`src/rtl/adc_capture_pkg.sv`:
```
// Shared state encoding, default parameters and frame-length helper for the
// serial ADC capture engine.
package adc_capture_pkg;

    typedef enum logic [1:0] {
        ST_IDLE  = 2'd0,
        ST_QUIET = 2'd1,
        ST_SETUP = 2'd2,
        ST_SHIFT = 2'd3
    } state_t;

    localparam int DEF_NUM_CH       = 2;
    localparam int DEF_DATA_W       = 12;
    localparam int DEF_LEAD_BITS    = 2;
    localparam int DEF_CLK_DIV      = 1;
    localparam int DEF_QUIET_CYCLES = 6;
    localparam int DEF_AVG_LOG2     = 2;

    // Main_CLK cycles from one QUIET entry to the next in continuous mode.
    function automatic int frame_cycles(input int quiet, input int div,
                                        input int lead, input int width);
        return quiet + div + 2 * div * (lead + width);
    endfunction

endpackage

```
`src/rtl/adc_shift_channel.sv`:
```
// One serial data lane: shift register plus output word register.
// With ADC_CAPTURE_AVG_EN defined, also a group accumulator (mean of 2^AVG_LOG2 frames).
module adc_shift_channel
    import adc_capture_pkg::*;
#(
    parameter int DATA_W = DEF_DATA_W
`ifdef ADC_CAPTURE_AVG_EN
    ,
    parameter int AVG_LOG2 = DEF_AVG_LOG2
`endif
) (
    input  logic              clk_i,
    input  logic              rst_ni,
    input  logic              shift_en_i,
    input  logic              load_i,
`ifdef ADC_CAPTURE_AVG_EN
    input  logic              group_last_i,
    input  logic              discard_i,
`endif
    input  logic              data_i,
    output logic [DATA_W-1:0] word_o
);

    logic [DATA_W-1:0] sr_q;
    logic [DATA_W-1:0] word_q;

    // Leading zero bits fall off the top; only the last DATA_W bits survive.
    always_ff @(posedge clk_i or negedge rst_ni) begin
        if (!rst_ni) begin
            sr_q <= '0;
        end else if (shift_en_i) begin
            sr_q <= {sr_q[DATA_W-2:0], data_i};
        end
    end

`ifdef ADC_CAPTURE_AVG_EN
    localparam int ACC_W = DATA_W + AVG_LOG2;

    logic [ACC_W-1:0]  acc_q;
    logic [ACC_W-1:0]  sum;
    logic [DATA_W-1:0] avg;

    assign sum = acc_q + ACC_W'(sr_q);
    assign avg = DATA_W'(sum >> AVG_LOG2);

    always_ff @(posedge clk_i or negedge rst_ni) begin
        if (!rst_ni) begin
            acc_q  <= '0;
            word_q <= '0;
        end else if (load_i) begin
            if (group_last_i) begin
                word_q <= avg;
                acc_q  <= '0;
            end else if (discard_i) begin
                acc_q <= '0;
            end else begin
                acc_q <= sum;
            end
        end
    end
`else
    always_ff @(posedge clk_i or negedge rst_ni) begin
        if (!rst_ni) begin
            word_q <= '0;
        end else if (load_i) begin
            word_q <= sr_q;
        end
    end
`endif

    assign word_o = word_q;

endmodule

```
`src/rtl/adc_serial_capture.sv`:
```
// Capture engine for multi-lane SAR ADCs: drives CS/SCLK from Main_CLK and
// deserialises NUM_CH lanes. Optional frame averaging via ADC_CAPTURE_AVG_EN.
module adc_serial_capture
    import adc_capture_pkg::*;
#(
    parameter int NUM_CH       = DEF_NUM_CH,
    parameter int DATA_W       = DEF_DATA_W,
    parameter int LEAD_BITS    = DEF_LEAD_BITS,
    parameter int CLK_DIV      = DEF_CLK_DIV,
    parameter int QUIET_CYCLES = DEF_QUIET_CYCLES,
    parameter int AVG_LOG2     = DEF_AVG_LOG2
) (
    input  logic                     Main_CLK,
    input  logic                     Reset,
    input  logic                     Enable,
    input  logic [NUM_CH-1:0]        Data_In,
    output logic                     CS,
    output logic                     SCLK,
    output logic [NUM_CH*DATA_W-1:0] Data_Out,
    output logic                     Data_Valid,
    output logic                     Busy
);

    localparam int NBITS   = LEAD_BITS + DATA_W;
    localparam int CNT_MAX = (QUIET_CYCLES > CLK_DIV) ? QUIET_CYCLES : CLK_DIV;
    localparam int CNT_W   = (CNT_MAX > 1) ? $clog2(CNT_MAX) : 1;
    localparam int BIT_W   = (NBITS > 1) ? $clog2(NBITS) : 1;

    localparam logic [CNT_W-1:0] QUIET_LAST = CNT_W'(QUIET_CYCLES - 1);
    localparam logic [CNT_W-1:0] DIV_LAST   = CNT_W'(CLK_DIV - 1);
    localparam logic [BIT_W-1:0] BIT_LAST   = BIT_W'(NBITS - 1);

    // Illegal configurations elaborate this empty marker block.
    if (NUM_CH < 1 || CLK_DIV < 1 || QUIET_CYCLES < 1 || AVG_LOG2 < 0) begin : g_bad_cfg
    end

    state_t            state_q, state_d;
    logic [CNT_W-1:0]  cnt_q, cnt_d;
    logic [BIT_W-1:0]  bit_q, bit_d;
    logic              cs_q, cs_d;
    logic              sclk_q, sclk_d;
    logic              busy_q, busy_d;
    logic              valid_q, valid_d;
    logic              shift_en;
    logic              load;

    always_ff @(posedge Main_CLK or negedge Reset) begin
        if (!Reset) begin
            state_q <= ST_IDLE;
            cnt_q   <= '0;
            bit_q   <= '0;
            cs_q    <= 1'b1;
            sclk_q  <= 1'b1;
            busy_q  <= 1'b0;
            valid_q <= 1'b0;
        end else begin
            state_q <= state_d;
            cnt_q   <= cnt_d;
            bit_q   <= bit_d;
            cs_q    <= cs_d;
            sclk_q  <= sclk_d;
            busy_q  <= busy_d;
            valid_q <= valid_d;
        end
    end

    // Outputs are computed for the next state so pins change on the transition edge.
    always_comb begin
        state_d  = state_q;
        cnt_d    = cnt_q;
        bit_d    = bit_q;
        cs_d     = cs_q;
        sclk_d   = sclk_q;
        busy_d   = busy_q;
        shift_en = 1'b0;
        load     = 1'b0;
        case (state_q)
            ST_IDLE: begin
                cs_d   = 1'b1;
                sclk_d = 1'b1;
                cnt_d  = '0;
                bit_d  = '0;
                busy_d = Enable;
                if (Enable) begin
                    state_d = ST_QUIET;
                end
            end
            ST_QUIET: begin
                if (cnt_q == QUIET_LAST) begin
                    state_d = ST_SETUP;
                    cnt_d   = '0;
                    cs_d    = 1'b0;
                end else begin
                    cnt_d = cnt_q + CNT_W'(1);
                end
            end
            ST_SETUP: begin
                if (cnt_q == DIV_LAST) begin
                    state_d = ST_SHIFT;
                    cnt_d   = '0;
                    bit_d   = '0;
                    sclk_d  = 1'b0;
                end else begin
                    cnt_d = cnt_q + CNT_W'(1);
                end
            end
            ST_SHIFT: begin
                if (cnt_q != DIV_LAST) begin
                    cnt_d = cnt_q + CNT_W'(1);
                end else begin
                    cnt_d = '0;
                    if (!sclk_q) begin
                        sclk_d   = 1'b1;
                        shift_en = 1'b1;
                    end else if (bit_q != BIT_LAST) begin
                        sclk_d = 1'b0;
                        bit_d  = bit_q + BIT_W'(1);
                    end else begin
                        load    = 1'b1;
                        cs_d    = 1'b1;
                        sclk_d  = 1'b1;
                        bit_d   = '0;
                        busy_d  = Enable;
                        state_d = Enable ? ST_QUIET : ST_IDLE;
                    end
                end
            end
            default: state_d = ST_IDLE;
        endcase
    end

`ifdef ADC_CAPTURE_AVG_EN
    localparam int               FRM_W    = (AVG_LOG2 > 0) ? AVG_LOG2 : 1;
    localparam logic [FRM_W-1:0] FRM_LAST = FRM_W'((1 << AVG_LOG2) - 1);

    logic [FRM_W-1:0] frm_q, frm_d;
    logic             group_last;

    assign group_last = (frm_q == FRM_LAST);
    assign valid_d    = load & group_last;

    // A partial group is dropped when the frame ends with Enable low.
    always_comb begin
        frm_d = frm_q;
        if (load) begin
            frm_d = (group_last || !Enable) ? '0 : frm_q + FRM_W'(1);
        end
    end

    always_ff @(posedge Main_CLK or negedge Reset) begin
        if (!Reset) begin
            frm_q <= '0;
        end else begin
            frm_q <= frm_d;
        end
    end
`else
    assign valid_d = load;
`endif

    genvar gi;
    for (gi = 0; gi < NUM_CH; gi++) begin : g_ch
        adc_shift_channel #(
            .DATA_W       (DATA_W)
`ifdef ADC_CAPTURE_AVG_EN
            ,
            .AVG_LOG2     (AVG_LOG2)
`endif
        ) u_ch (
            .clk_i        (Main_CLK),
            .rst_ni       (Reset),
            .shift_en_i   (shift_en),
            .load_i       (load),
`ifdef ADC_CAPTURE_AVG_EN
            .group_last_i (group_last),
            .discard_i    (!Enable),
`endif
            .data_i       (Data_In[gi]),
            .word_o       (Data_Out[gi*DATA_W +: DATA_W])
        );
    end

    assign CS         = cs_q;
    assign SCLK       = sclk_q;
    assign Data_Valid = valid_q;
    assign Busy       = busy_q;

endmodule

```
`config.mk`:
```
export PLATFORM = sky130hd
export DESIGN_NAME = adc_serial_capture
export DESIGN_NICKNAME = d
export VERILOG_FILES = /design/src/rtl/adc_capture_pkg.sv /design/src/rtl/adc_shift_channel.sv /design/src/rtl/adc_serial_capture.sv
export SDC_FILE = /design/constraint.sdc
export NUM_CORES = 1
export LEC_CHECK = 0
export CORE_MARGIN = 2
export CORE_UTILIZATION = 49
export CTS_CLUSTER_DIAMETER = 100
export DETAILED_ROUTE_END_ITERATION = 10
export HOLD_SLACK_MARGIN = 0.08
export PLACE_DENSITY = 0.75
export SLEW_MARGIN = 40
export SYNTH_ARGS = -nofsm -noshare
export SYNTH_HDL_FRONTEND = slang
export SYNTH_SLANG_ARGS = --single-unit
```
`constraint.sdc`:
```
create_clock -name Main_CLK -period 2 [get_ports Main_CLK]
set_clock_uncertainty 0.1 [all_clocks]
set_input_delay 0.4 -clock Main_CLK [delete_from_list [all_inputs] [get_ports Main_CLK]]
set_output_delay 0.4 -clock Main_CLK [all_outputs]
set_load 0.005 [all_outputs]
```
### Yosys cells after proc, flatten, opt, wreduce, memory -nomap -nowiden

Index checks and enable logic that the tools add are counted.

* $add $sub $neg: 2
* eq/ne operators: 11
* mux-type cells: 37
* reductions and logical operators: 11

Operators by type and width (count)
* 1-bit two-way mux: 18
* 4-bit two-way mux: 4
* 2-bit two-way mux: 6
* 2-bit != test, second input constant: 6
* 3-bit case mux with 4 select lines: 1
* 4-bit case mux with 3 select lines: 1
* 3-bit two-way mux: 3
* 3-bit nonzero test: 3
* 2-bit case mux with 4 select lines: 1
* 4-bit AND reduction: 2
* 1-bit case mux with 3 select lines: 2
* 6-bit AND reduction: 1
* 5-bit AND reduction: 1
* 4-bit by 1-bit adder with 4-bit output, second input constant: 1
* 2-bit == test, second input constant: 2
* 4-bit != test, second input constant: 1
* 3-bit by 1-bit adder with 3-bit output, second input constant: 1
* 3-bit == test, second input constant: 1
* 3-bit zero test: 1
* 3-bit AND reduction: 1
* 2-bit by 1-bit == test with 1-bit output, second input constant: 1
* 2-bit zero test: 1
* 1-bit case mux with 2 select lines: 1
* 2-bit nonzero test: 1

* register bits: 61
* input port bits: 5
* output and inout bits: 28
* word-level logic and storage cells: 72

### Depth between registers and ports, before layout

Gate-level depths: netlist of run 1.

* word-level depth: 5
* depth in mapped cells: 7
* gate-level depth less buffers: 6

### Modules after synthesis

A second synthesis of run 1 with hierarchy kept.

* cells, all modules: 175
* area, all modules: 2752.6 um^2

Modules (own cells, without submodules)
* adc_shift_channel: instances 2, cells each 50, area an instance 968.4 um^2, seq. area each 600.6 um^2
* adc_serial_capture: instances 1, cells each 75, area an instance 815.8 um^2, seq. area each 327.8 um^2

### Worst setup path before layout of run 1

Ideal clock, no wire load.

* path type: register -> register
* from: register state_q[1]
* to: register g_ch[0].u_ch.word_q[0]
* library setup time: 125 ps
* arrival: 1702 ps
* data required time: 1775 ps
* path slack: 73 ps
* stages on the path, launching flop included: 7
* path buffers: 2
* clock period less this slack: 1927 ps
* path through: dfrtp_1 ha_1 buf_2 inv_1 nor3_4 buf_6 mux2_2

* longest elaborated chain between the ends: 2

RTL lines
* start, declared: RTL line adc_serial_capture.sv:37 `state_t state_q, state_d;`
* start signal, assigned: RTL line adc_serial_capture.sv:57 `state_q <= state_d;`
* 2-bit == test: RTL line adc_serial_capture.sv:77 `case (state_q)`
* 1-bit two-way mux: RTL line adc_serial_capture.sv:77
* end signal, assigned: RTL line adc_shift_channel.sv:66 `word_q <= sr_q;`
* end, declared: RTL line adc_shift_channel.sv:25 `logic [DATA_W-1:0] word_q;`

Every way passes these cells.
A chain may end at the register's enable or synchronous reset.

### Worst setup path after layout of run 1

* from: register state_q[1]
* to: register g_ch[1].u_ch.word_q[6]

* longest elaborated chain between the ends: 2

RTL lines (RTL line)
* 2-bit == test: adc_serial_capture.sv:77
* 1-bit two-way mux: adc_serial_capture.sv:77
* end signal, assigned: adc_shift_channel.sv:66
* end, declared: adc_shift_channel.sv:25

Every way passes these cells.

==> results of run 1 <==
path summary, 6_finish.rpt:
check / endpoint / cells past startpoint / slack [ps] / startpoint
min reg2reg: CS / 2 / 390 / CS
max in group asynchronous: bit_q[1] / 3 / 760 / Reset
min: CS / 2 / 390 / CS
max: g_ch[1].u_ch.word_o[6] / 5 / 110 / state_q[1]
max reg2reg: g_ch[1].u_ch.word_o[6] / 5 / 110 / state_q[1]
min in group asynchronous: state_q[1] / 2 / 460 / Reset
timing repair:
action,in CTS,in global routing
hold buffers,1,0
resized for setup,0,1
endpoints found under the setup margin,0,23
endpoints found under the hold margin,17,0
buffers inserted,0,3
cell type report:
| type | count | area [µm²] |
|---|---|---|
| fill | 428 | 1813 |
| sequential | 61 | 1529 |
| multi-input combinational | 106 | 991.0 |
| timing repair buffer | 44 | 445.4 |
| clock buffer | 14 | 172.7 |
| tap | 70 | 87.58 |
| clock inverter | 2 | 38.79 |
| inverter | 8 | 30.03 |
critical path: cells and delay by family, from the launching register on:
kind | cells | cell delay (ps)
adders and majority gates | 1 | 250
buffers and inverters | 2 | 350
DFF | 1 | 440
muxes | 1 | 350
and+or+nand+nor | 1 | 270
sequential cells by signal, summed over array words and instances (netlist names):
name and count:
Data_Valid 1, Busy 1, g_ch.u_ch.word_o 24, bit_q 4, CS 1, g_ch.u_ch.sr_q 24, state_q 2, cnt_q 3
SCLK 1
metal layers:
layer / vias to the layer above / global-route usage / share of wire
li1: 751 / - / -
met1: 776 / 0.2185 / 0.49
met2: 28 / 0.2237 / 0.46
met3: 2 / 0.04941 / 0.045
met4: 0 / 0.06545 / 0.0053
met5: - / 0 / 0
cell families after synthesis:
logic type | share of synthesized area
AO/OA/AOI/OAI | 0.05244
XOR/XNOR | 0.003368
adder cells (fa/ha/maj) | 0.04329
buffers and inverters | 0.03222
flip-flops | 0.5878
multiplexers | 0.2203
AND/OR/NAND/NOR | 0.06061
stage by stage:
step,area (µm²),setup WS (ps),hold WS [ps],instances,power (W)
final,3294,108.4,389.9,305,0.004340
after global routing,3294,11.09,415.6,305,0.004627
after CTS,3269,11.39,393.4,302,0.004337
after detailed placement,3048,83.93,283.8,285,0.003189
after global placement,3048,140.5,290.2,285,0.003135
after floorplan,2601,72.93,4.409,181,0.002780
synth_stat cells (all sizes together):
library cell	count
mux2	50
a22o	1
buf	6
a211oi	1
dfstp	2
nor3b	1
nor3	4
a21oi	10
mux2i	1
o32ai	1
a21boi	1
or3	1
ha	9
o31ai	1
inv	8
nand3b	1
nand3	4
and4bb	1
nor2b	1
nor2	2
a32oi	1
a221oi	1
xnor2	1
nand2b	2
nand2	6
o21ai	3
nand4	1
dfrtp	59
o22ai	1
power groups by stage:
stage / registers (W) / clock network [W] / logic, W
global route: 0.00190 / 0.00123 / 0.00150
detailed placement: 0.00189 / 0 / 0.00130
global placement: 0.00187 / 0 / 0.00126
finish: 0.00185 / 0.00113 / 0.00136
CTS: 0.00187 / 0.00117 / 0.00130
floorplan: 0.00181 / 0 / 0.000974
==> out/qor.yml, run 1 <==
cts:
  clock-sinks: 61
  cts_tree: "yes"
  clock_path_buffers: 2
  insertion_delay_ps: 320
  path_clk_slew_ps: 70
  cts_buffers: 9
  cts_root_buf: "clkbuf_8"
  h-tree-depth: 3
cells_and_area:
  final_util: 0.6450
  antenna_cells: 0
  nets: 244
  most-common-layout-cells: "dfrtp_1, mux2_2, clkdlybuf4s50_1"
  synthToLayoutAreaGrowth_pct: 26.65
  final_common_cell: "dfrtp_1"
  drive_above_1_share: 0.3532
run:
  maxCapViolCount: 0
worst_setup_path:
  endpoint_kind: "flip-flop"
  crit_required_ps: 2100
  crit_chain: "ha_1 > inv_1 > nor3_4 > buf_12 > mux2_2"
  arrival_ps: 1990
  critPathKind: "reg2reg"
  crit_slowest_cell: "dfrtp_1"
  worst-path-max-fanout: 21
  crit_path_start_kind: "flip-flop"
  slowest_delay_ps: 440
die:
  die_w_um: 76.86
  row_count: 26
  core_um2: 5107
  die_area_um2: 5907
  fp.dieH_um: 76.86
  io_pins: 33
  start_util: 0.5093
placed_design:
  io_buffer_count: 32
  place_congestion: 0.8536
  dp_hpwl_um: 2876
synth:
  synthTopCellsByArea: "dfrtp_1, mux2_2, ha_1, dfstp_2, a21oi_1"
  ys_ff_latch: 61
  netlist_area_um2: 2601
  synthCells: 181
  yosysSeqAreaShare: 0.5878
  synth_top_area_frac: 0.5676
  synth_cell_types: 33
  synth_nets: 195
  yosysTopAreaCell: "dfrtp_1"
  postSynthAreaPerCell_um2: 14.37
  ys_warn_count: 0
pwr:
  swShare: 0.2956
  p_sw_w: 0.001283
  pwr-share-clk: 0.261
  power_frac_seq: 0.426
  power.density_nw_per_um2: 1318
  leakage_nw: 1.391
  pwr-share-comb: 0.314
  ir_drop_mv: 0.8055
  p_int_w: 0.003058
sta:
  tns_ps: 0
  fin_crit_sh: 0.9458
  hold_viol_final: 0
  rsz0062_at_grt: "no"
  setup_viol: 0
  final-max-slew-violation-count: 0
  min_period_ps: 1892
  relSlewSlack: 0.6827
  fmaxAchievable_mhz: 528.6
  tightest_slew_ps: 476.0
global_routing:
  grt-ovfl-total: 0
  grt_pass1_vias: 1505
  grt_pass1_wl_um: 7162
  gr-usage-all-layers: 0.1556
  grt_max_degree: 43
  antenna_found_initial: 0
routing:
  post_drt_wl_per_cell_um: 13.60
  via_per_inst: 5.105
  dr.pass1.iters: 4
  drtAntennaViolNets: 0
  drc: 0
  vias: 1557
  drt_iter0_drc: 62
  wirelength_um: 4149
run_status:
  status: "completed"
hold_path:
  hp-class: "reg2reg"
(Power assumes the default switching activity.)
==> inputs of run 2 (changes only) <==
--- a/config.mk
+++ b/config.mk
@@ -5,7 +5,6 @@
 export SDC_FILE = /design/constraint.sdc
 export NUM_CORES = 1
 export LEC_CHECK = 0
-export CORE_MARGIN = 2
 export CORE_UTILIZATION = 49
 export CTS_CLUSTER_DIAMETER = 100
 export DETAILED_ROUTE_END_ITERATION = 10
==> constraint.sdc (replaced) <==
create_clock -name Main_CLK -period 2 [get_ports Main_CLK]
set_clock_uncertainty 0.1 [all_clocks]
set_input_delay 0.5 -clock Main_CLK [delete_from_list [all_inputs] [get_ports Main_CLK]]
set_output_delay 0.5 -clock Main_CLK [all_outputs]
set_load 0.005 [all_outputs]
==> out/qor.yml, run 2 (synthesis gave the netlist of run 1 again) <==
worst_setup_path:
  critPathKind: "reg2out"
  rrSetupSlack_ps: 70
  reg2regPathDepth: 6
  worst-path-max-fanout: 2
  cp_top_family: "flip-flops"
  crit_path_start_kind: "flip-flop"
  arrival_ps: 1340
  crit_required_ps: 1400
  endpoint_kind: "output pin"
  path_buf_inv: 1
  crit_slowest_cell: "dfstp_2"
  rr_startpoint: "cnt_q[0]"
  crit_chain: "clkdlybuf4s50_1"
  slowest_delay_ps: 520
  r2r_end: "g_ch[1].u_ch.word_o[8]"
cells_and_area:
  synthToLayoutAreaGrowth_pct: 25.93
  seqCellArea_um2: 1529
  drive_above_1_share: 0.3489
  num-fill-cells: 395
  nets: 244
  final_common_cell: "dfrtp_1"
  antenna_cells: 0
  multi_input_area_um2: 988.4
  most-common-layout-cells: "dfrtp_1, mux2_2, clkdlybuf4s50_1"
routing:
  via_per_inst: 5.121
  post_drt_wl_per_cell_um: 13.37
  drc: 0
  drt_iter0_drc: 51
  wirelength_um: 4079
  drtAntennaViolNets: 0
  dr.pass1.iters: 4
  vias: 1562
die:
  die_w_um: 74.86
  start_util: 0.5093
  core_um2: 5107
  fp.dieH_um: 74.86
  io_pins: 33
  die_area_um2: 5604
  row_count: 26
pwr:
  power.density_nw_per_um2: 1300
  leakage_nw: 1.381
  ir_drop_mv: 0.7404
cts:
  cts_root_buf: "clkbuf_8"
  clock_path_buffers: 2
  path_clk_slew_ps: 60
  insertion_delay_ps: 330
  h-tree-depth: 3
  cts_buffers: 9
  clock-sinks: 61
  cts_tree: "yes"
sta:
  fmaxAchievable_mhz: 515.8
  tightest_slew_ps: 355.0
  holdWs_ps: 399.2
  relSlewSlack: 0.7634
  final-max-slew-violation-count: 0
  min_period_ps: 1939
  setup_viol: 0
  fin_crit_sh: 0.9694
  hold_viol_final: 0
  tns_ps: 0
  layout_setup_ws_ps: 61.22
  rsz0062_at_grt: "no"
run_status:
  status: "completed"
global_routing:
  grt_pass1_vias: 1500
  grt-ovfl-total: 0
  antenna_found_initial: 0
  grt_pass1_wl_um: 6844
  grt_max_degree: 62
  gr-usage-all-layers: 0.1704
placed_design:
  io_buffer_count: 32
  place_congestion: 0.7916
  place_ws_ps: 91.85
  dp_hpwl_um: 2637
hold_path:
  holdPathEnd: "CS"
  hp-class: "reg2reg"
  hp-start: "CS"
  whs_path_depth: 2
run:
  maxCapViolCount: 0
## run 2: cell types whose count changed in the layout (fill, tap and decap cells not counted), sizes merged
cell / before / now
clkinv: 0 / 2
clkbuf: 14 / 12
dlymetal6s2s: 0 / 1
inv: 9 / 8
clkdlybuf4s50: 31 / 30
clkinvlp: 0 / 1
## run 2: stage by stage
| stage | instance area, µm² | utilization | cells | power [W] |
|---|---|---|---|---|
| 3_3_place_gp | 3055 | 0.5982 | 286 | 0.003147 |
| 2_1_floorplan | 2601 | - | 181 | 0.002780 |
| 6_report | 3276 | 0.6414 | 305 | 0.004259 |
| 3_5_place_dp | 3055 | 0.5982 | 286 | 0.003181 |
| 5_1_grt | 3276 | 0.6414 | 305 | 0.004526 |
| 4_1_cts | 3266 | 0.6394 | 304 | 0.004284 |
## run 2: layout make-up
cell class | instances | area share
clock inverter | 4 | 0.01451
clock buffer | 12 | 0.04431
multi-input combinational | 106 | 0.3018
inverter | 8 | 0.009167
timing repair buffer | 44 | 0.1367
sequential | 61 | 0.4668
tap | 70 | 0.02674
## run 2: worst max path at each step
stage	end	start	slack, ps	cells past startpoint
after floorplan	g_ch[0].u_ch.word_o[0]	state_q[1]	70	6
after global placement	g_ch[1].u_ch.word_o[8]	cnt_q[0]	110	6
after detailed placement	g_ch[1].u_ch.word_o[1]	cnt_q[0]	90	6
after CTS	CS	CS	6	1
after global routing	g_ch[1].u_ch.word_o[8]	bit_q[1]	20	6
final	SCLK	SCLK	60	1
## run 2: what timing repair did
action,4_1_cts,5_1_grt
setup endpoints to repair,1,2
gates resized for setup,0,1
setup buffers,1,1
pin swaps,0,1
hold buffers,1,0
endpoints found under the hold margin,52,0
## run 2: where the power goes
group          internal, W  total, W  switching, W
logic             0.000765   0.00137      0.000604
clock network     0.000606   0.00106      0.000455
registers          0.00160   0.00183      0.000234
## run 2: layer usage
layer,vias up,global-route usage,routed length (µm)
met2,31,0.2432,1811
met4,0,0.1195,104
li1,748,-,-
met5,-,0,0
met3,11,0.05355,167
met1,772,0.2213,1997
